### config.mk
export PLATFORM = sky130hd
export DESIGN_NAME = matrix_op_sequencer
export DESIGN_NICKNAME = d
export VERILOG_FILES = /design/src/rtl/matrix_pkg.sv /design/src/rtl/matrix_instr_decode.sv /design/src/rtl/matrix_op_sequencer.sv
export SDC_FILE = /design/constraint.sdc
export NUM_CORES = 2
export LEC_CHECK = 0
export CAP_MARGIN = 15
export CORE_AREA = 2 2 520 522
export CTS_CLUSTER_DIAMETER = 40
export DETAILED_ROUTE_END_ITERATION = 6
export DIE_AREA = 0 0 522 524
export MAX_ROUTING_LAYER = met4
export PLACE_DENSITY = 0.32
export SLEW_MARGIN = 20
export SYNTH_ARGS = -nofsm -noshare
export SYNTH_HDL_FRONTEND = slang
export SYNTH_SLANG_ARGS = --single-unit
### constraint.sdc
create_clock -name clk -period 27.9 [get_ports clk]
set_input_delay 2.79 -clock clk [delete_from_list [all_inputs] [get_ports clk]]
set_output_delay 2.79 -clock clk [all_outputs]
set_load 0.02 [all_outputs]
### src/rtl/matrix_pkg.sv
// Shared definitions for the matrix coprocessor instruction sequencer.
// Latency: n/a (types and constants only).
// Backpressure: n/a.
//
// Contents: opcode values, instruction field positions, FSM state encoding
// and the decoded-instruction struct passed from the decoder to the sequencer.
package matrix_pkg;

    // Opcodes carried in instr[1:0]
    localparam logic [1:0] OP_SUM = 2'b00;
    localparam logic [1:0] OP_SUB = 2'b01;
    localparam logic [1:0] OP_BAD = 2'b10;
    localparam logic [1:0] OP_TRN = 2'b11;

    // Instruction field layout
    localparam int INSTR_W    = 32;
    localparam int OP_LSB     = 0;
    localparam int OP_W       = 2;
    localparam int ADDR_W     = 8;
    localparam int ADDR_A_LSB = 2;
    localparam int ADDR_B_LSB = 10;
    localparam int ADDR_C_LSB = 18;
    localparam int USED_W     = ADDR_C_LSB + ADDR_W;

    // Datapath width and shared wait-counter width
    localparam int MAT_W = 256;
    localparam int CNT_W = 8;

    typedef enum logic [2:0] {
        ST_IDLE = 3'd0,
        ST_RD_A = 3'd1,
        ST_RD_B = 3'd2,
        ST_EXEC = 3'd3,
        ST_WR   = 3'd4,
        ST_DONE = 3'd5
    } state_t;

    typedef struct packed {
        logic [OP_W-1:0]   op;
        logic [ADDR_W-1:0] addr_a;
        logic [ADDR_W-1:0] addr_b;
        logic [ADDR_W-1:0] addr_c;
        logic              is_illegal;
        logic              needs_b;
    } dec_t;

    // Only sum and sub consume a second operand.
    function automatic logic op_needs_b(input logic [OP_W-1:0] op);
        return (op == OP_SUM) || (op == OP_SUB);
    endfunction

endpackage

### src/rtl/matrix_instr_decode.sv
// Splits a 32-bit instruction word into opcode, addresses and op class flags.
// Latency: purely combinational, zero cycles.
// Backpressure: none; output follows the input word.
//
// Ports:
//   instr  in   32-bit instruction word
//   dec    out  decoded fields (op, addr_a/b/c, is_illegal, needs_b)
module matrix_instr_decode
    import matrix_pkg::*;
(
    input  logic [INSTR_W-1:0] instr,
    output dec_t               dec
);

    // Top bits carry no meaning for this coprocessor.
    logic [INSTR_W-USED_W-1:0] unused_hi;
    assign unused_hi = instr[INSTR_W-1:USED_W];

    always_comb begin
        dec            = '0;
        dec.op         = instr[OP_LSB     +: OP_W];
        dec.addr_a     = instr[ADDR_A_LSB +: ADDR_W];
        dec.addr_b     = instr[ADDR_B_LSB +: ADDR_W];
        dec.addr_c     = instr[ADDR_C_LSB +: ADDR_W];
        dec.is_illegal = (dec.op == OP_BAD);
        dec.needs_b    = op_needs_b(dec.op);
    end

endmodule

### src/rtl/matrix_op_sequencer.sv
// Sequences one matrix op: read A (and B), run datapath, write result to RAM.
// Latency: accept->done = 3 + (RD_LAT+1)*reads + ALU_LAT; illegal op = 1 cycle.
// Backpressure: instr_ready only in IDLE; offers while busy are dropped, not queued.
//
// Ports:
//   clk, rst            clock, async active-high reset
//   instr_valid/instr   instruction offer; instr_ready = accept window
//   ram_address/wren/wdata  registered RAM controls; ram_rdata read data
//   op_sel/mat_a/mat_b  operands and select to the datapath; alu_result back
//   busy/done/err       status; err qualifies done (illegal opcode)
module matrix_op_sequencer
    import matrix_pkg::*;
#(
    parameter int RD_LAT  = 2,
    parameter int ALU_LAT = 0
) (
    input  logic               clk,
    input  logic               rst,
    input  logic               instr_valid,
    input  logic [INSTR_W-1:0] instr,
    output logic               instr_ready,
    output logic [ADDR_W-1:0]  ram_address,
    output logic               ram_wren,
    output logic [MAT_W-1:0]   ram_wdata,
    input  logic [MAT_W-1:0]   ram_rdata,
    output logic [OP_W-1:0]    op_sel,
    output logic [MAT_W-1:0]   mat_a,
    output logic [MAT_W-1:0]   mat_b,
    input  logic [MAT_W-1:0]   alu_result,
    output logic               busy,
    output logic               done,
    output logic               err
);

    state_t            state;
    state_t            next_state;
    dec_t              dec;
    logic [CNT_W-1:0]  cnt;
    logic [OP_W-1:0]   op_q;
    logic [ADDR_W-1:0] addr_b_q;
    logic [ADDR_W-1:0] addr_c_q;
    logic              needs_b_q;
    logic              err_q;

    logic accept;
    logic cnt_zero;
    logic rd_a_last;
    logic rd_b_last;
    logic exec_last;
    logic in_wait;

    matrix_instr_decode u_decode (
        .instr (instr),
        .dec   (dec)
    );

    assign accept    = instr_valid & instr_ready;
    assign cnt_zero  = (cnt == '0);
    assign rd_a_last = (state == ST_RD_A) && cnt_zero;
    assign rd_b_last = (state == ST_RD_B) && cnt_zero;
    assign exec_last = (state == ST_EXEC) && cnt_zero;
    assign in_wait   = (state == ST_RD_A) || (state == ST_RD_B) || (state == ST_EXEC);
    assign op_sel    = op_q;

    // State register
    always_ff @(posedge clk or posedge rst) begin
        if (rst) begin
            state <= ST_IDLE;
        end else begin
            state <= next_state;
        end
    end

    // Next state and status outputs
    always_comb begin
        next_state  = state;
        instr_ready = 1'b0;
        busy        = 1'b0;
        done        = 1'b0;
        err         = 1'b0;
        case (state)
            ST_IDLE: begin
                // Held low during reset so nothing is offered a ready it cannot see.
                instr_ready = ~rst;
                if (instr_valid && !rst) begin
                    next_state = dec.is_illegal ? ST_DONE : ST_RD_A;
                end
            end
            ST_RD_A: begin
                busy = 1'b1;
                if (cnt_zero) begin
                    next_state = needs_b_q ? ST_RD_B : ST_EXEC;
                end
            end
            ST_RD_B: begin
                busy = 1'b1;
                if (cnt_zero) begin
                    next_state = ST_EXEC;
                end
            end
            ST_EXEC: begin
                busy = 1'b1;
                if (cnt_zero) begin
                    next_state = ST_WR;
                end
            end
            ST_WR: begin
                busy       = 1'b1;
                next_state = ST_DONE;
            end
            ST_DONE: begin
                busy       = 1'b1;
                done       = 1'b1;
                err        = err_q;
                next_state = ST_IDLE;
            end
            default: begin
                next_state = ST_IDLE;
            end
        endcase
    end

    // Datapath registers. One down-counter times every wait: loaded with
    // RD_LAT for each read (RD_LAT+1 cycles of stable address) and with
    // ALU_LAT for the execute settle window. The RAM address is registered,
    // so each phase loads the next address on the edge that enters it.
    always_ff @(posedge clk or posedge rst) begin
        if (rst) begin
            cnt         <= '0;
            op_q        <= '0;
            addr_b_q    <= '0;
            addr_c_q    <= '0;
            needs_b_q   <= 1'b0;
            err_q       <= 1'b0;
            ram_address <= '0;
            ram_wren    <= 1'b0;
            ram_wdata   <= '0;
            mat_a       <= '0;
            mat_b       <= '0;
        end else begin
            // Write strobe lives exactly for the WR cycle.
            ram_wren <= exec_last;

            if (accept) begin
                op_q      <= dec.op;
                addr_b_q  <= dec.addr_b;
                addr_c_q  <= dec.addr_c;
                needs_b_q <= dec.needs_b;
                err_q     <= dec.is_illegal;
                cnt       <= CNT_W'(RD_LAT);
                // Illegal ops must not touch the RAM interface at all.
                if (!dec.is_illegal) begin
                    ram_address <= dec.addr_a;
                end
            end else if (rd_a_last) begin
                mat_a <= ram_rdata;
                if (needs_b_q) begin
                    ram_address <= addr_b_q;
                    cnt         <= CNT_W'(RD_LAT);
                end else begin
                    cnt <= CNT_W'(ALU_LAT);
                end
            end else if (rd_b_last) begin
                mat_b <= ram_rdata;
                cnt   <= CNT_W'(ALU_LAT);
            end else if (exec_last) begin
                ram_wdata   <= alu_result;
                ram_address <= addr_c_q;
            end else if (in_wait) begin
                cnt <= cnt - CNT_W'(1);
            end
        end
    end

endmodule

==> impl_metrics.tcl <==
set metrics [dict create \
    grt_setup_unrepaired "false" \
    worstSkewPairLatency_ps 860 \
    synth_enable_flop_cells 0 \
    setup_viol 0 \
    floorplan.initialDensity 0.114 \
    placed_cell_area_mm2 0.0479 \
    synth.yosys.seq_area_share 0.662 \
    drive_above_1_share 0.270 \
    syn2layout_area_growth_pct 83.3 \
    worstHoldStart "mat_b[170]$_DFFE_PP0P_" \
    cpPeakStageDelay_ps 710 \
    postSynth.topFlopCell "sky130_fd_sc_hd__dfrtp_1" \
    reg2reg_depth 7 \
    tritoncts_num_sinks 808 \
    clock_root_buffer_master "sky130_fd_sc_hd__clkbuf_16" \
    ys.warnings.count 0 \
    dieArea_mm2 0.274 \
    detailroute.via_count 22407 \
    final.fill_count 28673 \
    syn_area_per_cell_um2 16.4 \
    synth_seq_cells 808 \
    synth_area_mm2 0.0306 \
    maxSlewHeadroom 0.286 \
    worstHoldEndpoint "mat_b[170]$_DFFE_PP0P_" \
    htree_levels 4 \
    number_of_pins_with_negative_max_slew_slack_in_the_final_report 0 \
    crit-reg2reg-capture "mat_a[139]$_DFFE_PP0P_" \
    tightestPinTransition_ps 1070 \
    synth.area.top_cells "sky130_fd_sc_hd__dfrtp_1, sky130_fd_sc_hd__mux2_2, sky130_fd_sc_hd__mux2_1" \
    crit_path_start_kind "input pin" \
    run_status "finished, final reports clean" \
    netlist.area_leader.share 0.662 \
    die_width_um 522 \
    cts_tree "done" \
    cts_buffers 218 \
    layout_utilization 0.209 \
    rrSetupSlack_ps 22670 \
    finalNetCount 3887 \
    multi_input_comb_area_mm2 0.00972 \
    route.antenna.remaining_nets 0 \
    power_density_mw_per_mm2 130 \
    worst_r2r_startpoint "state[1]$_DFFE_PP0P_" \
    ys_async_sr_fraction 1.00 \
    hpwl_dp_um 126000 \
    cp_cell_sequence "clkdlybuf4s50_1 > or4_1 > inv_1 > clkdlybuf4s50_1" \
    io_pins 1330 \
    final.period_utilization 0.280 \
    syn_nets 2415 \
    grt_pass1_vias 24724 \
    globalplace.congestion 0.748 \
    grt_first_pass_wirelength_um 215000 \
    cts_hold_buf 0 \
    peak_vdd_ir_mv 0.0700 \
    drt_pass1_iterations 6 \
    fin_area_mm2 0.0560 \
    fp.coreArea_mm2 0.267 \
    port_bufs 1323 \
    wl_um 162000 \
    fp-row-count 190 \
    worstHoldPathCells 1 \
    clock.fmax_mhz 128 \
    finalSetupTns_ps 0 \
    critPathRequiredTime_ps 25110 \
    drc 0 \
    grt_usage 0.117 \
    worst-path-max-fanout 11 \
    critical_path_buf_inv_count 3 \
    setup.worst_path.end_class "primary output" \
    critical_path_class "in -> out" \
    post_cts.repair.setup_buffers 0 \
    leak_pwr_nw 23.6 \
    timing.hold.worst.class "reg -> reg" \
    finClkSkew_ps 67.9 \
    cts_buffer_depth 4 \
    layout.area.seq_mm2 0.0202 \
    number_of_gates_on_the_worst_path_with_buffers_counted 4 \
    hold_viol 0 \
    clkTransAtPathRegs_ps 40 \
    avgRoutedWirePerCell_um 22.6 \
    critical_path.most_common_cell "sky130_fd_sc_hd__clkdlybuf4s50_1" \
    post-route-min-period_ps 7820 \
    die_h_um 524 \
    cts_repair_resize_count 0 \
    critical-path-top-delay-family "buffers and inverters" \
    drv.max_cap_violation_count 0 \
    dr.first_iter.drc_count 595 \
    yosysTopAreaCell "sky130_fd_sc_hd__dfrtp_1" \
    grt_max_degree 117 \
    crit_slowest_cell "sky130_fd_sc_hd__clkdlybuf4s50_1" \
    grt_antenna_before_repair 113 \
    syn-instance-count 1867 \
    critical_path_arrival_ps 5030 \
    netlist-cell-type-count 48 \
    globalRouteOverflowTotal 0 \
    via_per_inst 3.13 \
]
[metrics by stage]
stage / instances / worst slack, ps / power (mW) / hold slack, ps
2_1_floorplan: 1867 / 2400 / 3.13 / 437
5_1_grt: 7162 / 19990 / 7.65 / 486
3_3_place_gp: 6671 / 20030 / 4.68 / 464
4_1_cts: 7069 / 20030 / 7.45 / 483
6_report: 7168 / 20080 / 7.29 / 476
3_5_place_dp: 6671 / 20040 / 4.67 / 474
[metal layers]
| metal | global-route usage | part of all wire | vias up |
|---|---|---|---|
| met4 | 0.0379 | 0.031 | 0 |
| met1 | 0.112 | 0.37 | 11133 |
| met2 | 0.187 | 0.47 | 1147 |
| met5 | - | 0 | - |
| li1 | - | - | 9872 |
| met3 | 0.0802 | 0.13 | 255 |
[logic make-up after synthesis]
group	share of synthesized area
AO/OA/AOI/OAI	0.0118
flip-flops	0.662
AND/OR/NAND/NOR	0.0204
XOR/XNOR	0.000573
multiplexers	0.284
adder cells (fa/ha/maj)	0.000409
buffers and inverters	0.0209
[state kept, by name, summed over array words and instances, names as in the netlist]
name / count
mat_a: 256
mat_b: 256
ram_wdata: 256
addr_b_q: 8
addr_c_q: 8
cnt: 8
ram_address: 8
state: 3
op_sel: 2
err_q: 1
needs_b_q: 1
ram_wren: 1
[worst max path at each step]
stage	from	endpoint	slack, ps
2_1_floorplan	rst	addr_b_q[0]$_DFFE_PP0P_	2400
3_3_place_gp	rst	instr_ready	20030
3_5_place_dp	rst	instr_ready	20040
4_1_cts	rst	instr_ready	20030
5_1_grt	rst	instr_ready	19990
6_report	rst	instr_ready	20080
[power by group]
group          internal, mW  leakage [nW]  total (mW)  switching [mW]
clock                  1.88          3.83        2.69           0.812
combinational          1.28          9.44        2.64            1.35
sequential             1.68          10.3        1.97           0.286
[synth_stat cells, types with 2 or more instances]
cell / number
sky130_fd_sc_hd__dfrtp_1: 808
sky130_fd_sc_hd__mux2_2: 538
sky130_fd_sc_hd__mux2_1: 230
sky130_fd_sc_hd__nand2_1: 51
sky130_fd_sc_hd__buf_4: 49
sky130_fd_sc_hd__clkbuf_1: 26
sky130_fd_sc_hd__buf_2: 24
sky130_fd_sc_hd__nand3_1: 21
sky130_fd_sc_hd__o21ai_0: 14
sky130_fd_sc_hd__inv_1: 11
sky130_fd_sc_hd__a21oi_1: 7
sky130_fd_sc_hd__nor2_1: 7
sky130_fd_sc_hd__a32o_1: 6
sky130_fd_sc_hd__nand4_1: 6
sky130_fd_sc_hd__nor3_1: 6
sky130_fd_sc_hd__a2111o_1: 5
sky130_fd_sc_hd__nand2b_1: 5
sky130_fd_sc_hd__mux2i_1: 4
sky130_fd_sc_hd__a21o_1: 3
sky130_fd_sc_hd__buf_1: 3
sky130_fd_sc_hd__or3_1: 3
sky130_fd_sc_hd__or4_1: 3
sky130_fd_sc_hd__a211oi_1: 2
sky130_fd_sc_hd__a21boi_0: 2
sky130_fd_sc_hd__a32oi_1: 2
sky130_fd_sc_hd__and2_1: 2
sky130_fd_sc_hd__and3_1: 2
sky130_fd_sc_hd__nand3b_1: 2
sky130_fd_sc_hd__nor2b_1: 2
sky130_fd_sc_hd__nor4b_1: 2
sky130_fd_sc_hd__o31ai_1: 2
sky130_fd_sc_hd__or2_2: 2
sky130_fd_sc_hd__xnor2_1: 2
[area by class of cell]
cell class                 instances  share of cell area
timing repair buffer            1354               0.241
clock inverter                   113              0.0306
tap                             3552              0.0793
inverter                          11            0.000871
antenna                           99             0.00442
multi-input combinational        946               0.173
sequential                       808               0.361
clock buffer                     285               0.110
[placed cells by master (no fill, tap or decap), drive strengths merged, types with 21 or more instances in the layout]
| cell type | count |
|---|---|
| clkdlybuf4s50 | 1323 |
| dfrtp | 808 |
| mux2 | 768 |
| clkbuf | 285 |
| diode | 99 |
| nand2 | 51 |
| clkinv | 51 |
| bufinv | 37 |
| buf | 31 |
| nand3 | 21 |
Note: power is estimated with default switching activity, not from simulation.
==> variant 1 (same settings) <==
Change the package constant `ADDR_B_LSB` from 10 to 11.
--- a/src/rtl/matrix_pkg.sv
+++ b/src/rtl/matrix_pkg.sv
@@ -19,5 +19,5 @@
     localparam int ADDR_W     = 8;
     localparam int ADDR_A_LSB = 2;
-    localparam int ADDR_B_LSB = 10;
+    localparam int ADDR_B_LSB = 11;
     localparam int ADDR_C_LSB = 18;
     localparam int USED_W     = ADDR_C_LSB + ADDR_W;
Function: not settled (the Yosys comparison gave no result); the edit may change what the design does.
==> variant 1 against the original RTL <==
  * Sequential cell count decreased by 1
  * Via count increased by 9.1%
  * Combinational power increased by 3%
  * Design area about the same
  * Maximum frequency increased by 10%
  * Synthesized area about the same
  * Total power increased by 2.1%
  * Worst setup slack improved by 0.74 ns
  * First-iteration DRC count increased by 41%
  * Non-clock buffer count increased by 4
  * Routed wire length increased by 8.4%
  * Critical path type unchanged
  * Critical endpoint unchanged
  * Largest power group unchanged
==> variant 1: results <==
timing:
  slew_headroom_pct: 31.1
  max_clock_skew_ns: 0.0548
placement:
  io_buffers: 1322
  dp.final_hpwl_um: 135000
  dpl-instance-area_um2: 47800
  gpl_wtd_cong: 0.803
grt:
  grt_start_max_net_pins: 142
  first_global_vias: 26400
  track_usage_pct: 12.8
  antenna_violations_before_repair: 79
  first_pass_grt_wire_length_um: 234000
min_path:
  min-delay-path-class: "flip-flop to flip-flop"
clock_tree:
  cts.repair.resized: 0
  cts-htree-levels: 4
  clkLatencyLatePin_ns: 0.86
  post-cts-setup-buffers: 0
  cts.reportedPaths.clkPinSlew_ns: 0.04
  cts_buffers: 219
  cts_max_path_buffers: 4
  cts-root-buf: "clkbuf_16"
pwr:
  switching_share_pct: 35.1
  worst_ir_drop_vdd_uv: 78.8
  power.static_leakage_nw: 24.4
layout:
  top_regs: "mat_a (256), mat_b (256), ram_wdata (256)"
  post_route_cells_drive_above_1_share_pct: 22.7
  final_net_count: 4386
logic_synthesis:
  netlist-cell-type-count: 45
  yosys-top-cells-count: "nand2_1, dfrtp_1, mux2_2"
  synth.yosys.seq_area_share_pct: 66.1
  synth_compound_gate_area_share_pct: 1.20
  synth.area.top_cells: "dfrtp_1, mux2_2, nand2_1"
  synth.area.mux_share_pct: 19.0
  synth-adder-area-share_pct: 0.0410
  synthesis.nets: 2931
  synth-async-reset-ratio_pct: 100
  number_of_warnings_printed_during_yosys_synthesis: 0
  yosys.area_share.xor_xnor_pct: 0.0287
routing:
  num_vias: 24400
  met3_length_um: 22400
  drt_iter0_markers: 838
  wl_met2_um: 85000
  total_wirelength_um: 176000
  drtPass1Iterations: 5
  wl_met1_um: 64400
  top_layer_used: "met4"
status:
  run_status: "finished clean"
worst_setup_path:
  timing.critical_path.arrival_ns: 4.29
  crit_fanout: 4
==> variant 1: layout make-up <==
class                   count  area, um^2
clock buffers             291        6200
well taps                3552        4440
inverters                   7        33.8
repair buffers           1358       13500
diodes                     59         148
multi-input cells        1445        9630
fillers                 29000      211000
flip-flops and latches    807       20200
clock inverters           112        1770
==> variant 1: logic make-up after synthesis <==
family | Yosys count
AOI/OAI and AO/OA | 53
xor gates and xnor gates | 1
muxes | 515
adders and majority gates | 1
DFF | 807
buffers and inverters | 131
and+or+nand+nor | 875
==> variant 1: worst paths after layout <==
| kind | start | end | slack (ns) | depth (start not counted) |
|---|---|---|---|---|
| worst max-delay path | rst | instr_ready | 20.82 | 3 |
| worst min-delay path | mat_a[160] | mat_a[160] | 0.46 | 2 |
| worst max register to register | cnt[0] | mat_b[191] | 22.76 | 12 |
| worst min register to register | mat_a[160] | mat_a[160] | 0.46 | 2 |
| max in group asynchronous | rst | mat_a[163] | 21.55 | 6 |
| min in group asynchronous | rst | ram_wdata[151] | 2.72 | 2 |
==> variant 1: layer usage <==
layer  global-route usage, %  vias to the layer above
met5                       -                        -
met4                    3.20                        0
met3                    7.65                      257
met2                    21.0                     1153
met1                    12.7                    12100
li1                        -                    11000
==> variant 1: power by group through the flow <==
| stage | combinational (mW) | sequential, mW | clock (mW) |
|---|---|---|---|
| 2_1_floorplan | 0.587 | 2.56 | 0 |
| 3_3_place_gp | 2.80 | 1.99 | 0 |
| 3_5_place_dp | 2.78 | 2.00 | 0 |
| 4_1_cts | 2.79 | 2.00 | 2.82 |
| 5_1_grt | 2.89 | 2.06 | 2.89 |
| 6_report | 2.72 | 1.99 | 2.73 |
==> variant 1: metrics by stage <==
stage / instances / worst slack [ns]
6_report: 7631 / 20.82
5_1_grt: 7626 / 20.80
3_5_place_dp: 7169 / 20.50
4_1_cts: 7572 / 20.83
2_1_floorplan: 2383 / 2.45
3_3_place_gp: 7169 / 20.50
==> variant 1: worst max-delay path: stages <==
cell	delay, ns
clkdlybuf4s50_1	0.63
nor2_1	0.19
clkdlybuf4s50_1	0.68
==> variant 2 (config.mk and constraints unchanged) <==
Without the edit above. Make the reset (`rst`) synchronous in 2 clocked blocks. Comments in the files are not updated.
--- a/src/rtl/matrix_op_sequencer.sv
+++ b/src/rtl/matrix_op_sequencer.sv
@@ -64,5 +64,5 @@
 
     // State register
-    always_ff @(posedge clk or posedge rst) begin
+    always_ff @(posedge clk) begin
         if (rst) begin
             state <= ST_IDLE;
@@ -125,5 +125,5 @@
     // ALU_LAT for the execute settle window. The RAM address is registered,
     // so each phase loads the next address on the edge that enters it.
-    always_ff @(posedge clk or posedge rst) begin
+    always_ff @(posedge clk) begin
         if (rst) begin
             cnt         <= '0;
Function: not settled (the Yosys comparison gave no result); the edit may change what the design does.
==> variant 2 against the original RTL <==
  * First-iteration DRC count increased to 2.7 times the old value
  * Total power decreased by 23%
  * Sequential share of layout area decreased by 5.3 points
  * Global-route usage increased by 2.4 points
  * Sequential cell count unchanged
  * Synthesized cell count increased by 91%
  * Register-to-register slack improved by 1.0 ns
  * Routed wire length increased by 22%
  * Synthesized area decreased by 8.5%
  * Via count increased by 35%
  * Die area unchanged
  * Worst setup slack improved by 1.1 ns
  * Design area decreased by 6.1%
  * Count of clock-buffer cells in the layout increased by 18
  * Largest cell class unchanged
  * Highest routed layer unchanged
==> variant 2: results <==
routing:
  num_vias: 30300
  wl_met2_um: 88900
  detail_route.vias_per_cell: 3.49
  total_wirelength_um: 197000
  drt_iter0_markers: 1583
pwr:
  power.static_leakage_nw: 17.3
  worst_ir_drop_vdd_uv: 48.6
  switching_share_pct: 34.0
  report.power.total_mw: 5.59
  p_comb_mw: 1.51
  pwr.group.sequential_mw: 1.48
layout:
  post_route_cells_drive_above_1_share_pct: 8.12
logic_synthesis:
  netlist-cell-type-count: 41
  synth.yosys.seq_area_share_pct: 57.9
  synth-async-reset-ratio_pct: 0
  avgSynthCellArea_um2: 7.86
  synthesis.nets: 4106
worst_setup_path:
  rr_startpoint: "cnt[0]"
  worstRegToRegCells: 9
  reg2reg_to: "mat_b[24]"
  slowest_stage_delay_cp_ns: 0.74
status:
  run_status: "finished clean"
grt:
  use_met1_pct: 15.6
  track_usage_pct: 14.1
  groute.layer.met3.usage_pct: 7.30
min_path:
  hp-start: "mat_a[167]"
timing:
  slew_headroom_pct: 29.9
==> variant 2: stage by stage <==
stage	hold WS, ns	util, %
after floorplan	0.434	-
after global placement	0.437	16.7
after detailed placement	0.443	16.7
after CTS	0.448	19.6
after global routing	0.462	19.7
final	0.446	19.7
==> variant 2: area by class of cell <==
class / instances / area [um^2]
fillers: 30000 / 215000
flip-flops and latches: 808 / 16200
repair buffers: 1359 / 13600
multi-input cells: 2474 / 10600
clock buffers: 303 / 6190
well taps: 3552 / 4440
clock inverters: 104 / 1440
diodes: 67 / 168
inverters: 3 / 11.3
==> variant 2: kinds of logic (layout without fill, tap and decap cells) <==
group	Yosys count	count (layout)	share of synthesized area (%)
adder cells (fa/ha/maj)	1	1	0.0448
XOR/XNOR	8	8	0.251
AO/OA/AOI/OAI	819	819	15.0
buffers and inverters	276	1769	4.34
other	0	67	0
AND/OR/NAND/NOR	1646	1646	22.5
flip-flops	808	808	57.9
